`src/rtl/decim_chain_ctrl.sv`:
```
// Run-control sequencer for the delta-sigma decimation chain: flush, settle, run, drain,
// with a one-entry valid/ready output register and per-run sample counters.
module decim_chain_ctrl #(
  parameter int unsigned DATA_WIDTH   = 50,
  parameter int unsigned FLUSH_CYCLES = 4,
  parameter int unsigned DRAIN_CYCLES = 128,
  parameter int unsigned SETTLE_WIDTH = 8,
  parameter int unsigned CNT_WIDTH    = 32
) (
  input  logic                    clk,
  input  logic                    rst_n,
  input  logic                    start,
  input  logic                    stop,
  input  logic [SETTLE_WIDTH-1:0] cfg_settle_cnt,
  input  logic                    mod_valid,
  output logic                    chain_in_valid,
  output logic                    chain_srst_n,
  input  logic                    filt_valid,
  input  logic [DATA_WIDTH-1:0]   filt_data,
  output logic                    out_valid,
  output logic [DATA_WIDTH-1:0]   out_data,
  input  logic                    out_ready,
  output logic                    busy,
  output logic                    done,
  output logic                    overflow,
  output logic [2:0]              state,
  output logic [CNT_WIDTH-1:0]    in_count,
  output logic [CNT_WIDTH-1:0]    out_count
);

  typedef enum logic [2:0] {
    StIdle   = 3'd0,
    StFlush  = 3'd1,
    StSettle = 3'd2,
    StRun    = 3'd3,
    StDrain  = 3'd4
  } state_e;

  // One down-counter serves both the flush and the drain interval.
  localparam int unsigned TmrMax = (DRAIN_CYCLES > FLUSH_CYCLES) ? DRAIN_CYCLES : FLUSH_CYCLES;
  localparam int unsigned TmrW   = $clog2(TmrMax) + 1;

  state_e                  state_q, state_d;
  logic [TmrW-1:0]         tmr_q, tmr_d;
  logic [SETTLE_WIDTH-1:0] settle_q, settle_d;
  logic                    srst_n_q, srst_n_d;
  logic                    done_q, done_d;
  logic                    ovf_q, ovf_d;
  logic                    out_valid_q, out_valid_d;
  logic [DATA_WIDTH-1:0]   out_data_q, out_data_d;
  logic [CNT_WIDTH-1:0]    in_cnt_q, in_cnt_d;
  logic [CNT_WIDTH-1:0]    out_cnt_q, out_cnt_d;

  logic clear_run;
  logic fwd_en;
  logic can_load;

  // Sequencer next-state.
  always_comb begin
    state_d   = state_q;
    tmr_d     = tmr_q;
    settle_d  = settle_q;
    srst_n_d  = 1'b1;
    done_d    = 1'b0;
    clear_run = 1'b0;
    unique case (state_q)
      StIdle: begin
        if (start) begin
          state_d   = StFlush;
          tmr_d     = TmrW'(FLUSH_CYCLES - 1);
          settle_d  = cfg_settle_cnt;
          srst_n_d  = 1'b0;
          clear_run = 1'b1;
        end
      end
      StFlush: begin
        if (tmr_q == '0) begin
          state_d = StSettle;
        end else begin
          tmr_d    = tmr_q - TmrW'(1);
          srst_n_d = 1'b0;
        end
      end
      StSettle: begin
        if (stop) begin
          state_d = StDrain;
          tmr_d   = TmrW'(DRAIN_CYCLES - 1);
        end else if (settle_q == '0) begin
          state_d = StRun;
        end else if (filt_valid) begin
          settle_d = settle_q - SETTLE_WIDTH'(1);
          if (settle_q == SETTLE_WIDTH'(1)) begin
            state_d = StRun;
          end
        end
      end
      StRun: begin
        if (stop) begin
          state_d = StDrain;
          tmr_d   = TmrW'(DRAIN_CYCLES - 1);
        end
      end
      StDrain: begin
        if (tmr_q == '0) begin
          state_d = StIdle;
          done_d  = 1'b1;
        end else begin
          tmr_d = tmr_q - TmrW'(1);
        end
      end
      default: begin
        state_d = StIdle;
      end
    endcase
  end

  assign chain_in_valid = mod_valid & ((state_q == StSettle) | (state_q == StRun));
  assign fwd_en         = filt_valid & ((state_q == StRun) | (state_q == StDrain));
  assign can_load       = ~out_valid_q | out_ready;

  // Output register and counters; a full, stalled register drops the new sample.
  always_comb begin
    out_valid_d = out_valid_q;
    out_data_d  = out_data_q;
    out_cnt_d   = out_cnt_q;
    ovf_d       = ovf_q;
    in_cnt_d    = in_cnt_q;

    if (clear_run) begin
      out_cnt_d = '0;
      ovf_d     = 1'b0;
    end

    if (fwd_en && can_load) begin
      out_valid_d = 1'b1;
      out_data_d  = filt_data;
      if (out_cnt_q != '1) begin
        out_cnt_d = out_cnt_q + CNT_WIDTH'(1);
      end
    end else if (fwd_en) begin
      ovf_d = 1'b1;
    end else if (out_valid_q && out_ready) begin
      out_valid_d = 1'b0;
    end

    if (clear_run) begin
      in_cnt_d = '0;
    end else if (chain_in_valid && (in_cnt_q != '1)) begin
      in_cnt_d = in_cnt_q + CNT_WIDTH'(1);
    end
  end

  always_ff @(posedge clk or negedge rst_n) begin
    if (!rst_n) begin
      state_q     <= StIdle;
      tmr_q       <= '0;
      settle_q    <= '0;
      srst_n_q    <= 1'b1;
      done_q      <= 1'b0;
      ovf_q       <= 1'b0;
      out_valid_q <= 1'b0;
      out_data_q  <= '0;
      in_cnt_q    <= '0;
      out_cnt_q   <= '0;
    end else begin
      state_q     <= state_d;
      tmr_q       <= tmr_d;
      settle_q    <= settle_d;
      srst_n_q    <= srst_n_d;
      done_q      <= done_d;
      ovf_q       <= ovf_d;
      out_valid_q <= out_valid_d;
      out_data_q  <= out_data_d;
      in_cnt_q    <= in_cnt_d;
      out_cnt_q   <= out_cnt_d;
    end
  end

  assign chain_srst_n = srst_n_q;
  assign out_valid    = out_valid_q;
  assign out_data     = out_data_q;
  assign busy         = (state_q != StIdle);
  assign done         = done_q;
  assign overflow     = ovf_q;
  assign state        = state_q;
  assign in_count     = in_cnt_q;
  assign out_count    = out_cnt_q;

endmodule

```
`config.mk`:
```
export PLATFORM = sky130hd
export DESIGN_NAME = decim_chain_ctrl
export DESIGN_NICKNAME = d
export VERILOG_FILES = /design/src/rtl/decim_chain_ctrl.sv
export SDC_FILE = /design/constraint.sdc
export NUM_CORES = 1
export LEC_CHECK = 0
export CAP_MARGIN = 10
export CORE_UTILIZATION = 40
export CTS_CLUSTER_DIAMETER = 150
export DETAILED_ROUTE_END_ITERATION = 10
export DONT_BUFFER_PORTS = 1
export GPL_TIMING_DRIVEN = 0
export PLACE_DENSITY = 0.53
export SETUP_SLACK_MARGIN = 0.02
export SLEW_MARGIN = 20
export SYNTH_ARGS = -nofsm -noshare
export SYNTH_HDL_FRONTEND = slang
export SYNTH_SLANG_ARGS = --single-unit
export TNS_END_PERCENT = 5
```
`constraint.sdc`:
```
create_clock -name clk -period 2.8 [get_ports clk]
set_clock_uncertainty 0.2 [all_clocks]
set_input_delay 0.28 -clock clk [delete_from_list [all_inputs] [get_ports clk]]
set_output_delay 0.28 -clock clk [all_outputs]
set_load 0.005 [all_outputs]
```
# Word-level counts from Yosys, hierarchy flattened
# Index checks and enable logic that the tools add are counted.
[op_classes]
n_mux = 35
n_bitwise = 6
n_eq_ne = 19
n_reduce_logical = 17
addsub = 4
[op_table]
columns = ["op", "count"]
rows = [
  ["$mux 32", 5],
  ["$add 32x1->32 const B", 2],
  ["$ne 32x32->1 const B", 2],
  ["$mux 8", 7],
  ["$mux 3", 8],
  ["$pmux 8 s3", 1],
  ["$logic_not 8->1", 2],
  ["$ne 2x2->1 const B", 8],
  ["$pmux 8 s2", 1],
  ["$sub 8x1->8 const B", 2],
  ["$pmux 3 s5", 1],
  ["$mux 1", 11],
  ["$eq 8x1->1 const B", 1],
  ["$ne 4x4->1 const B", 2],
  ["$eq 3x2->1 const B", 2],
  ["$reduce_and 6->1", 1],
  ["$reduce_bool 2->1", 3],
  ["$reduce_bool 3->1", 2],
  ["$reduce_and 5->1", 1],
  ["$ne 2x1->1 const B", 2],
  ["$reduce_and 4->1", 1],
  ["$reduce_or 2->1", 2],
  ["$eq 3x1->1 const B", 1],
  ["$eq 3x3->1 const B", 1],
  ["other kinds (7)", 12],
]
[totals]
in_bits = 65
output_inout_bits = 123
wordCells = 91
regBits = 137

# Longest topological paths before layout
[depth]
word_depth = 6
depth_mapped = 8
depth_no_buf = 6

# Least setup slack after synthesis
# No wires, ideal clock.
[synth_timing]
path_kind = "register to register"
start = "reg out_cnt_q[12] (netlist: out_count[12])"
end = "reg out_cnt_q[22] (netlist: out_count[22])"
arrival_ns = 2.092
synth_period_minus_slack_ns = 2.422
slack_ns = 0.378
path_buffers = 2
path_stages_with_launch = 8
path_cell_list = "dfrtp_1 > nand4_2 > or4_4 > or3_1 > buf_2 > buf_6 > a311oi_2 > mux2i_1"
[synth_between]
elab_chain_cells = 3
elab_cells_between_ends = 4
cone_classes = "1 x add/sub; 1 x eq/ne; 2 x mux"
[synth_rtl]
columns = ["element", "line_no", "source"]
rows = [
  ["start, declared", "52", "logic [CNT_WIDTH-1:0] out_cnt_q, out_cnt_d;"],
  ["start signal, assigned", "175", "out_cnt_q <= out_cnt_d;"],
  ["$add 32x1->32 or $ne 32x32->1 (tied branches)", "138, 137", ""],
  ["$mux 32 (*)", "137", "if (out_cnt_q != '1) begin"],
  ["$mux 32 (*)", "134", "if (fwd_en && can_load) begin"],
  ["via out_cnt_d[22]", "52", ""],
]
# The timed path passes the listed nets; every way through them passes the cells marked *.
# A chain may end at the register's enable or synchronous reset.

# Worst setup path after layout
[layout_timing]
start = "reg out_cnt_q[14] (netlist: out_count[14])"
end = "reg out_cnt_q[12] (netlist: out_count[12])"
[layout_between]
elab_chain_cells = 3
[layout_rtl]
columns = ["element", "line_no"]
rows = [
  ["$ne 32x32->1", "137"],
  ["$mux 32", "137"],
  ["$mux 32", "134"],
  ["via out_cnt_d[12]", "52"],
]
# The timed path passes the listed nets, and every way through them passes these cells.

==> impl_metrics.tcl <==
set metrics [dict create \
    status "finished with violations" \
    violations "negative hold slack" \
    min_path_type "input port to asynchronous set/reset pin" \
    fmax_mhz 372 \
    final_core_util_pct 51.0 \
    synth_compound_area_share_pct 15.6 \
    ys_seq_elements 137 \
    first_pass_iters 5 \
    p_int_mw 4.51 \
    p_clk_share_pct 31.5 \
    nets 852 \
    p_leak_nw 3.43 \
    r2r_cells 6 \
    net-switching-power_mw 2.48 \
    peakVddDrop_uv 463 \
    numCtsBuffers 17 \
    cts_tree "yes" \
    layout_setup_ws_ns 0.111 \
    maxSlewViolCount 0 \
    start_kind "flop" \
    rsz0062_at_grt "yes" \
    cts.reportedPaths.clkPinSlew_ns 0.07 \
    relSlewSlack_pct 51.8 \
    final_cell_mix "130 x dfrtp_1, 61 x dlygate4sd3_1, 50 x mux2_2" \
    antenna_found_initial 0 \
    synthAdderAreaFrac_pct 1.26 \
    ioPinCount 188 \
    clkSinkCount 137 \
    vias_per_cell 5.98 \
    grt_pass1_wl_um 32500 \
    worst_pin_slew_ns 0.722 \
    hold_viol_final 137 \
    rows 47 \
    synth_top_cell_area_share_pct 48.9 \
    swShare_pct 35.5 \
    tns_ns 0 \
    pre_cts_slack_ns -0.416 \
    grt_pass1_vias 6098 \
    ys_seq_area_share_pct 49.3 \
    syn_area_per_cell_sq_um 9.96 \
    syn_nets 770 \
    fin_crit_ns 2.69 \
    clkLatencyLatePin_ns 0.42 \
    synthCells 698 \
    grt_overflow 0 \
    clockBufferDepth 2 \
    ys_warn_count 0 \
    crit_cells 6 \
    dp_hpwl_um 13400 \
    cp.buffers_inverters 1 \
    drcViolationCount 0 \
    grt_max_degree 138 \
    yosys-top-cells-area "dfrtp_1 49%, mux2_2 8.1%, a31oi_1 3.6%" \
    htreeDepth 4 \
    p_comb_share_pct 25.7 \
    diodes 0 \
    path_max_fanout 10 \
    die_h_um 134 \
    dieArea_sq_um 17900 \
    synthFlopType "dfrtp_1" \
    synth_edf_count 0 \
    wirelength_um 20000 \
    drv_cap 0 \
    syn_area_sq_um 6950 \
    synthXorXnorAreaFrac_pct 0.504 \
    synth_top_family_by_area "simple AND/OR/NAND/NOR gates" \
    synth-simple-area-share_pct 20.3 \
    coreArea_sq_um 16800 \
    numPortBuffers 0 \
    synthDistinctLibCells 54 \
    worstPathRequired_ns 2.93 \
    die_w_um 134 \
    holdWs_ns -0.654 \
    async_reset_ff_share_pct 100 \
    antenna_left 0 \
    layout_commonest_cell "dfrtp_1" \
    cp.arrival_ns 2.82 \
    cp-end-kind "flop" \
    start_util_pct 41.5 \
    max_stage_delay_ns 0.63 \
    drive_gt1_share_pct 16.4 \
    slowest_stage "or4_4" \
    synth_top_cell_by_area "dfrtp_1" \
    setup_viol 0 \
    syn2layout_area_growth_pct 22.9 \
    synthMuxAreaShare_pct 9.39 \
    seqPwrFrac_pct 42.8 \
    vias 6053 \
    cts-root-buf "clkbuf_16" \
    drt_iter0_drc 302 \
    period_share_pct 96.0 \
    postCtsHoldBufs 61 \
    drt-wirelength-per-cell_um 19.7 \
    fillers 1484 \
    pwr_density_cell_nw_per_um2 818 \
    critical_path_class "flop to flop" \
    cp_cell_sequence "nand4_2, or4_4, nor4_4, nor2_2, buf_2, a31oi_1" \
    critical_path.top_delay_family "simple AND/OR/NAND/NOR gates" \
    routabilityCongestion 0.820 \
    grtUsageTotal_pct 23.1 \
]
[cell type report]
class	instances	area (sq um)	area share [%]
repair buffers	64	633	7.41
inverters	23	86.3	1.01
flip-flops and latches	137	3440	40.2
clock inverters	15	151	1.77
clock buffers	17	425	4.98
multi-input cells	500	3360	39.4
well taps	220	275	3.22
plain buffers	37	173	2.02
[cells by family (layout without fill, tap and decap cells)]
logic type                 Yosys count  count (layout)
xor gates and xnor gates             4               4
DFF                                137             137
adders and majority gates            7               7
AOI/OAI and AO/OA                  174             174
buffers and inverters               61             156
and+or+nand+nor                    256             256
muxes                               59              59
[power groups by stage]
stage          Combinational, mW  Sequential [mW]  Clock, mW
4_1_cts                     1.76             2.98       2.25
2_1_floorplan               1.33             2.84          0
6_report                    1.80             2.99       2.20
5_1_grt                     2.00             3.06       2.34
3_5_place_dp                1.70             2.99          0
3_3_place_gp                1.63             3.01          0
[Yosys cell counts (2+ instances only)]
cell      count
nor2b_1       2
inv_1        23
o41ai_1       2
a22oi_1       3
ha_1          7
o31ai_1      11
and4_1       10
a21oi_1      45
and3_1        8
o22a_1        6
mux2i_1       9
o22ai_1       4
clkbuf_1     28
nand2_1      46
nor3b_1       3
nand4_1      20
or2_2         3
nor2_1       34
and2_1        3
a31oi_1      40
buf_2         9
nand2b_1      5
a41oi_1       5
or3_1        40
or4_1        11
xnor2_1       4
mux2_2       50
o211ai_1      8
nand3_1      30
nor3_1       24
o21ai_1       7
dfrtp_1     136
nand3b_1      2
o21ai_0      31
nor4_1        9
a21o_1        2
[registers in the layout, summed over array words and instances, names as in the netlist]
name,count
out_count,32
settle_q,8
in_count,32
state,3
tmr_q,8
done,1
chain_srst_n,1
out_data,50
out_valid,1
overflow,1
[worst reg2reg max path, delay by kind of cell, from the launching register on]
family,cells,cell delay (ns)
AOI/OAI and AO/OA,1,0.21
buffers and inverters,1,0.25
and+or+nand+nor,4,1.51
DFF,1,0.44
[routing by layer]
layer  global-route usage [%]  wire length [um]  vias to the layer above
met1                     29.3              8610                     2975
li1                         -                 -                     2812
met4                     6.12               199                        0
met2                     38.1              9690                      243
met5                        0                 0                        -
met3                     7.07              1460                       23
[path summary, 6_finish.rpt]
check                         startpoint       endpoint  slack [ns]
hold reg to reg                 tmr_q[7]       tmr_q[7]        0.31
min in group clk                    stop       state[2]        0.04
setup / recovery           out_count[14]  out_count[12]        0.11
max in group asynchronous          rst_n   out_count[9]        2.84
setup reg to reg           out_count[14]  out_count[12]        0.11
hold / removal                     rst_n   in_count[21]       -0.65
[repair_timing]
item / 4_1_cts / 5_1_grt
pin swaps: 1 / 3
setup buffers: 0 / 3
hold endpoints to repair: 199 / 137
gates resized for setup: 8 / 28
endpoints found under the setup margin: 68 / 74
gates cloned: 0 / 0
[stage by stage]
step / instances / hold slack (ns) / power, mW / area, sq um
after CTS: 1010 / -0.673 / 6.99 / 8440
after detailed placement: 918 / -0.211 / 4.69 / 7230
after floorplan: 698 / -0.216 / 4.17 / 6950
after global routing: 1013 / -0.677 / 7.40 / 8540
after global placement: 918 / -0.212 / 4.63 / 7230
final: 1013 / -0.654 / 6.99 / 8540
Note: power is estimated with default switching activity, not from simulation.
